<file path="config.mk">
export PLATFORM = sky130hd
export DESIGN_NAME = vga_rect_ctrl
export DESIGN_NICKNAME = d
export VERILOG_FILES = /design/src/rtl/vga_rect_ctrl.sv
export SDC_FILE = /design/constraint.sdc
export NUM_CORES = 1
export LEC_CHECK = 0
export CAP_MARGIN = 25
export CORE_MARGIN = 5
export CORE_UTILIZATION = 63
export DETAILED_ROUTE_END_ITERATION = 6
export MAX_ROUTING_LAYER = met4
export PLACE_DENSITY = 0.85
export SYNTH_ARGS = -nofsm -noshare
export SYNTH_HDL_FRONTEND = slang
export SYNTH_SLANG_ARGS = --single-unit
</file>
<file path="constraint.sdc">
create_clock -name CLK -period 4.8 [get_ports CLK]
set_input_delay 1.2 -clock CLK [delete_from_list [all_inputs] [get_ports CLK]]
set_output_delay 1.2 -clock CLK [all_outputs]
set_load 0.02 [all_outputs]
</file>
<file path="src/rtl/vga_rect_ctrl.sv">
// Four-rectangle VGA overlay with shadow/active double buffering.
// A commit publishes the whole shadow set at the next frame start.
module vga_rect_ctrl #(
    parameter int H_ACTIVE = 640,
    parameter int V_ACTIVE = 480
) (
    input  logic       CLK,
    input  logic       RST_N,
    input  logic [9:0] X,
    input  logic [9:0] Y,
    input  logic       WR_VALID,
    output logic       WR_READY,
    input  logic [1:0] WR_SLOT,
    input  logic [2:0] WR_FIELD,
    input  logic [9:0] WR_DATA,
    input  logic       COMMIT,
    output logic       COMMIT_BUSY,
    output logic [7:0] FRAME_CNT,
    output logic [2:0] RED,
    output logic [2:0] GREEN,
    output logic [1:0] BLUE
);
    typedef struct packed {
        logic [9:0] x0;
        logic [9:0] x1;
        logic [9:0] y0;
        logic [9:0] y1;
        logic       en;
        logic [7:0] col;
    } rect_t;

    typedef enum logic [1:0] {
        IDLE,
        PENDING,
        APPLY
    } state_t;

    localparam logic [10:0] H_LIM = 11'(H_ACTIVE);
    localparam logic [10:0] V_LIM = 11'(V_ACTIVE);

    state_t      state_q, state_d;
    rect_t [3:0] shadow_q;
    rect_t [3:0] active_q;
    logic [19:0] prev_xy_q;
    logic [7:0]  frame_cnt_q;
    logic [7:0]  color_q, color_d;
    logic [3:0]  hit;
    logic        frame_start;
    logic        wr_fire;

    // Edge on entering {0,0}, independent of how long the pixel is held.
    assign frame_start = ({X, Y} == 20'd0) && (prev_xy_q != 20'd0);
    assign wr_fire     = WR_VALID && (state_q == IDLE);

    always_comb begin
        state_d = state_q;
        unique case (state_q)
            IDLE:    if (COMMIT) state_d = PENDING;
            PENDING: if (frame_start) state_d = APPLY;
            APPLY:   state_d = IDLE;
            default: state_d = IDLE;
        endcase
    end

    always_ff @(posedge CLK or negedge RST_N) begin
        if (!RST_N) begin
            state_q     <= IDLE;
            prev_xy_q   <= '0;
            frame_cnt_q <= '0;
            color_q     <= '0;
        end else begin
            state_q     <= state_d;
            prev_xy_q   <= {X, Y};
            color_q     <= color_d;
            if (frame_start) frame_cnt_q <= frame_cnt_q + 8'd1;
        end
    end

    always_ff @(posedge CLK or negedge RST_N) begin
        if (!RST_N) begin
            shadow_q <= '0;
        end else if (wr_fire) begin
            case (WR_FIELD)
                3'd0: shadow_q[WR_SLOT].x0 <= WR_DATA;
                3'd1: shadow_q[WR_SLOT].x1 <= WR_DATA;
                3'd2: shadow_q[WR_SLOT].y0 <= WR_DATA;
                3'd3: shadow_q[WR_SLOT].y1 <= WR_DATA;
                3'd4: begin
                    shadow_q[WR_SLOT].en  <= WR_DATA[8];
                    shadow_q[WR_SLOT].col <= WR_DATA[7:0];
                end
                default: ;
            endcase
        end
    end

    always_ff @(posedge CLK or negedge RST_N) begin
        if (!RST_N) begin
            active_q <= '0;
        end else if (state_q == APPLY) begin
            active_q <= shadow_q;
        end
    end

    // Walk from lowest priority up so slot 0 wins overlaps.
    always_comb begin
        hit     = '0;
        color_d = '0;
        for (int k = 3; k >= 0; k--) begin
            hit[k] = active_q[k].en
                  && (X >= active_q[k].x0) && (X < active_q[k].x1)
                  && (Y >= active_q[k].y0) && (Y < active_q[k].y1);
            if (hit[k]) color_d = active_q[k].col;
        end
        if (({1'b0, X} >= H_LIM) || ({1'b0, Y} >= V_LIM)) color_d = '0;
    end

    assign WR_READY    = (state_q == IDLE);
    assign COMMIT_BUSY = (state_q != IDLE);
    assign FRAME_CNT   = frame_cnt_q;
    assign RED         = color_q[7:5];
    assign GREEN       = color_q[4:2];
    assign BLUE        = color_q[1:0];
endmodule

</file>
### Yosys cells after proc, flatten, opt, wreduce, memory -nomap -nowiden

Cells that the tools add are included.

* register bits: 430
* logic and storage cells: 136

* $add $sub $neg: 1
* magnitude comparators: 20
* equality and inequality tests: 8
* muxes and demuxes: 27
* reduce and logical (&&, ||, !) cells: 28

Operators by type and width (number)
* $bwmux W196: 6
* $pmux W196 S5: 1
* $demux W49 S2: 6
* $ge A10 B10 Y1: 8
* $lt A10 B10 Y1: 8
* $mux W49: 1
* $mux W8: 6
* $mux W39: 1
* $mux W29: 1
* $logic_not A20 Y1: 1
* $reduce_bool A20 Y1: 1
* $logic_and A1 B1 Y1: 19
* $mux W19: 1
* $ge A10 B10 Y1 const B: 1
* $ge A10 B9 Y1 const B: 1
* $mux W9: 1
* $add A8 B1 Y8 const B: 1
* $eq A3 B2 Y1 const B: 2
* $reduce_bool A5 Y1: 1
* $mux W2: 2
* $pmux W2 S2: 1
* $reduce_and A2 Y1: 2
* $eq A3 B1 Y1 const B: 1
* $eq A3 B3 Y1 const B: 1
* 10 further kinds: 10

### Longest topological paths before layout

* depth after elaboration: 10
* mapped depth: 11
* gate-level depth less buffers: 10

### Worst setup path after synthesis

OpenSTA, ideal clock, no wires.

* kind: input port to flip-flop
* from: input X[0]
* to: register color_q[5]
* data arrival time: 3.258 ns
* path slack: 1.421 ns
* stages: 11
* path through: inv_1 > ha_1 > nand2b_1 > nand3_1 > a21oi_1 > a2111oi_0 > or4_4 > nor4_4 > buf_6 > nand2b_1 > a32o_1

* word-level cells in the longest chain between the ends: 10
* elaborated cells on any way between the ends: 31
* classes of those cells: 9 x order compare; 5 x mux; 17 x reduce/logical

RTL lines
* from (decl): line 9 `input logic [9:0] X,`
* $ge A10 B10 Y1: line 111 `&& (X >= active_q[k].x0) && (X < active_q[k].x1)`
* $logic_and A1 B1 Y1 (2 in a row): line 111
* $logic_and A1 B1 Y1 (2 in a row): line 112 `&& (Y >= active_q[k].y0) && (Y < active_q[k].y1);`
* $mux W8 (4 in a row): line 113 `if (hit[k]) color_d = active_q[k].col;`
* $mux W8 (*): line 115 `if (({1'b0, X} >= H_LIM) || ({1'b0, Y} >= V_LIM)) color_d = '0;`
* via color_d[5]: line 46 `logic [7:0] color_q, color_d;`
* to (signal assigned): line 74 `color_q <= color_d;`
* to (decl): line 46

The timed path passes the listed nets; every way through them passes the cells marked *.
A chain may end at the register's enable or synchronous reset.

### Final worst setup path

* from: input Y[7]
* to: register color_q[7]

* word-level cells in the longest chain between the ends: 8
* elaborated cells on any way between the ends: 23
* classes of those cells: 9 x order compare; 5 x mux; 9 x reduce/logical

RTL lines
* from (decl): line 10 `input logic [9:0] Y,`
* $ge A10 B10 Y1: line 112
* $logic_and A1 B1 Y1 (2 in a row): line 112
* $mux W8 (4 in a row): line 113
* $mux W8 (*): line 115
* via color_d[7]: line 46

Marks and branches as above.

==> tab_implementation.tex <==
\begin{tabular}{lr}
\hline
Metric & Value \\
\hline
\multicolumn{2}{l}{\textbf{Min path}} \\
Hold/Removal Path Class & reg2reg \\
\multicolumn{2}{l}{\textbf{Floorplan}} \\
Initial cell density of the core & 0.6374 \\
Row count & 64 \\
Vert. Die Dim & 185.9 um \\
Die area & 34570 um\^{}2 \\
Number of primary I/O pins & 57 \\
Core box area & 30590 um\^{}2 \\
Width of the die & 185.9 um \\
\multicolumn{2}{l}{\textbf{Setup path}} \\
Element type at the critical path end & flop \\
Crit start category & input pin \\
Critical path class & in2reg \\
Largest driver fanout on the critical path & 8 \\
Arrival time reported for the critical path endpoint & 4.38 ns \\
Worst EP required & 5.26 ns \\
\multicolumn{2}{l}{\textbf{Outcome}} \\
Result of the run & complete, no violations \\
\multicolumn{2}{l}{\textbf{Pwr}} \\
Net switching power & 1.660 mW \\
Share of power burned in the clock network & 0.446 \\
Power density over cell area & 331.6 nW/um\^{}2 \\
Sequential Power Share & 0.498 \\
Net switching share of the total power & 0.2262 \\
Proportion of power drawn by combinational gates & 0.055 \\
Max IR drop VDD & 238.1 uV \\
Total power of the final layout & 7.337 mW \\
Leakage component of the power & 10.59 nW \\
Internal Dissipation & 5.677 mW \\
\multicolumn{2}{l}{\textbf{Yosys}} \\
Number of distinct library cell variants in the gate-level netlist after synthesis & 54 \\
Mean area per synthesized cell & 11.82 um\^{}2 \\
Post-Syn Instances & 1650 \\
Dominant cells by area after synthesis & sky130\_fd\_sc\_hd\_\_dfrtp\_1 (55\%), sky130\_fd\_sc\_hd\_\_mux2\_2 (14\%), sky130\_fd\_sc\_hd\_\_ha\_1 (9.8\%) \\
Post-synthesis cell type with the largest combined area & sky130\_fd\_sc\_hd\_\_dfrtp\_1 \\
Number of synthesized flops with an enable pin & 0 \\
Synthesized netlist net count & 1842 \\
Portion of synthesized cell area occupied by the leading cell type & 0.5518 \\
Fraction of synthesis flops using an asynchronous set or reset pin & 1.000 \\
Proportion of synthesized chip area in sequential cells & 0.5518 \\
Synth warnings & 0 \\
Flip-flop cell with the highest count after synthesis & sky130\_fd\_sc\_hd\_\_dfrtp\_1 \\
Post-Syn Area & 19500 um\^{}2 \\
Number of flip-flops and latches in the synthesized netlist & 430 \\
\multicolumn{2}{l}{\textbf{STA}} \\
Final worst path period need & 3.920 ns \\
Max Transition Viols Final & 0 \\
Final sum of negative setup slack & 0 ns \\
Setup repair after global routing missed its margin & no \\
Number of hold-slack violations in the final timing report & 0 \\
Remaining max-slew budget at the tightest pin & 0.2479 \\
Transition time at the pin with the least slew margin & 1.125 ns \\
Highest Clock Rate & 255.1 MHz \\
Worst clock skew & 0.01097 ns \\
Total of endpoints with negative setup slack in the final report & 0 \\
Final critical-path share of the clock period & 0.8167 \\
\multicolumn{2}{l}{\textbf{CTS}} \\
Clock-pin slew on the worst setup and hold paths & 0.06 ns \\
Number of levels in the clock H-tree & 2 \\
Sink count of the clock tree & 430 \\
Post-CTS setup buffers & 0 \\
Number of resized instances in the post-cts repair step & 0 \\
Insertion delay to the later sink of the worst-skew pair & 0.54 ns \\
Total CTS buffers & 44 \\
CTS tree & built \\
Maximum clock insertion buffer count & 3 \\
Cts hold-fix bufs & 0 \\
Buffer cell driving the clock tree root & sky130\_fd\_sc\_hd\_\_clkbuf\_16 \\
\multicolumn{2}{l}{\textbf{Placement}} \\
Routability Congestion & 0.8992 \\
Placed cells & 2076 \\
I/O Buffers & 56 \\
HPWL after detailed placement & 30650 um \\
\multicolumn{2}{l}{\textbf{Drt}} \\
Wire length per cell & 21.90 um \\
\# DRC & 0 \\
Initial DRT Pass Iterations & 5 \\
Number of nets still failing antenna checks after routing & 0 \\
Total length of routed wires & 47230 um \\
Violation count after the first detailed-routing iteration & 1139 \\
Via count & 13160 \\
Post-DR vias/cell & 6.101 \\
\multicolumn{2}{l}{\textbf{Global route}} \\
Pin count of the biggest net entering global routing & 117 \\
First-pass GRT wire length & 75340 um \\
Number of antenna violations at the first check in global routing & 3 \\
Vias in the first global route & 13843 \\
Overall Global Routing Usage & 0.2895 \\
Grt total ovfl & 0 \\
\multicolumn{2}{l}{\textbf{Cells and area}} \\
Number of cells in the finished layout apart from fillers & 2157 \\
Fraction of final layout cells with drive strength greater than 1 & 0.2166 \\
Post-layout net count & 1919 \\
Synth-to-Final Area Change & 13.47\% \\
\multicolumn{2}{l}{\textbf{Flow run}} \\
Max Cap Viol & 0 \\
\hline
\end{tabular}
final cells by class:
type / count / area, um^2
Inverter: 152 / 570.5
Antenna cell: 2 / 5.005
Fill cell: 1962 / 8464
Clock inverter: 14 / 87.58
Clock buffer: 64 / 1308
Sequential cell: 430 / 10760
Timing Repair Buffer: 97 / 980.9
Multi-Input combinational cell: 1002 / 7918
Tap cell: 396 / 495.5
per-stage QoR:
stage	worst slack (ns)	util	area, um^2	hold WS (ns)
5_1_grt	0.8244	0.7233	22130	0.4950
3_5_place_dp	0.4026	0.6766	20700	0.4586
6_report	0.8800	0.7233	22130	0.4696
2_1_floorplan	1.421	-	19500	0.4248
4_1_cts	0.9427	0.7222	22090	0.4756
3_3_place_gp	0.5063	0.6766	20700	0.4502
layout by cell type (no fill, tap or decap), drive strengths merged, types with 24 or more instances in the layout:
| master | n |
|---|---|
| nor2 | 24 |
| a21oi | 41 |
| mux2 | 249 |
| nand2 | 189 |
| o21ai | 170 |
| dfrtp | 430 |
| ha | 153 |
| inv | 155 |
| clkbuf | 64 |
| clkdlybuf4s50 | 55 |
| buf | 42 |
logic make-up after synthesis:
logic type | count (synthesis) | synth area share
multiplexers | 249 | 0.1438
flip-flops | 430 | 0.5518
adder cells (fa/ha/maj) | 153 | 0.09818
buffers and inverters | 218 | 0.04248
AND/OR/NAND/NOR | 308 | 0.07270
AO/OA/AOI/OAI | 285 | 0.08785
XOR/XNOR | 7 | 0.003144
synth_stat cells, types with 4 or more instances:
master	number
sky130_fd_sc_hd__o211ai_1	8
sky130_fd_sc_hd__a211oi_1	10
sky130_fd_sc_hd__nor2_1	24
sky130_fd_sc_hd__o2111ai_1	4
sky130_fd_sc_hd__o21a_1	4
sky130_fd_sc_hd__ha_1	153
sky130_fd_sc_hd__a311o_2	8
sky130_fd_sc_hd__nand2_1	189
sky130_fd_sc_hd__a32o_1	8
sky130_fd_sc_hd__and3_1	8
sky130_fd_sc_hd__nor4_1	13
sky130_fd_sc_hd__a31oi_1	4
sky130_fd_sc_hd__dfrtp_1	430
sky130_fd_sc_hd__nor3_1	4
sky130_fd_sc_hd__a21oi_1	40
sky130_fd_sc_hd__o21ai_0	169
sky130_fd_sc_hd__inv_1	151
sky130_fd_sc_hd__a21o_1	12
sky130_fd_sc_hd__nand4_1	9
sky130_fd_sc_hd__nand3_1	16
sky130_fd_sc_hd__mux2_2	249
sky130_fd_sc_hd__and2_1	8
sky130_fd_sc_hd__clkbuf_1	60
sky130_fd_sc_hd__xnor2_1	5
sky130_fd_sc_hd__nand2b_1	19
sky130_fd_sc_hd__nor2b_1	6
power groups by stage:
stage | clock (mW) | combinational (mW) | sequential (mW)
after global placement | 0 | 0.379 | 3.72
after floorplan | 0 | 0.151 | 3.72
final | 3.27 | 0.407 | 3.66
after detailed placement | 0 | 0.397 | 3.72
after CTS | 3.31 | 0.404 | 3.66
after global routing | 3.47 | 0.451 | 3.66
worst max-delay path, stage by stage:
cell and delay (ns):
sky130_fd_sc_hd__clkdlybuf4s50_1 0.65, sky130_fd_sc_hd__buf_4 0.29, sky130_fd_sc_hd__ha_1 0.29, sky130_fd_sc_hd__o211ai_1 0.21
sky130_fd_sc_hd__nor2_1 0.09, sky130_fd_sc_hd__o31ai_1 0.08, sky130_fd_sc_hd__o21ai_0 0.13, sky130_fd_sc_hd__nor4b_1 0.47
sky130_fd_sc_hd__and3_1 0.31, sky130_fd_sc_hd__nor3b_1 0.28, sky130_fd_sc_hd__buf_4 0.23, sky130_fd_sc_hd__a32o_1 0.15
per-layer routing:
metal / track usage / share of wire / wire [um]
met5: - / 0 / 0
met4: 0.1116 / 0.040 / 1866
met3: 0.06097 / 0.076 / 3597
met2: 0.4504 / 0.47 / 22380
met1: 0.3787 / 0.41 / 19390
worst paths after layout:
path / endpoint / depth (start not counted) / startpoint / slack (ns)
hold reg to reg: active_q[160]$_DFFE_PN0N_ / 2 / flop / 0.47
setup reg to reg: color_q[7]$_DFF_PN0_ / 9 / active_q[77]$_DFFE_PN0N_ / 1.97
hold / removal: active_q[160]$_DFFE_PN0N_ / 2 / flop / 0.47
max in group asynchronous: active_q[95]$_DFFE_PN0N_ / 2 / RST_N / 3.04
setup / recovery: color_q[7]$_DFF_PN0_ / 12 / Y[7] / 0.88
min in group asynchronous: asynchronous set/reset pin / 1 / RST_N / 0.71
No activity file was read; power rests on OpenSTA's default activity.
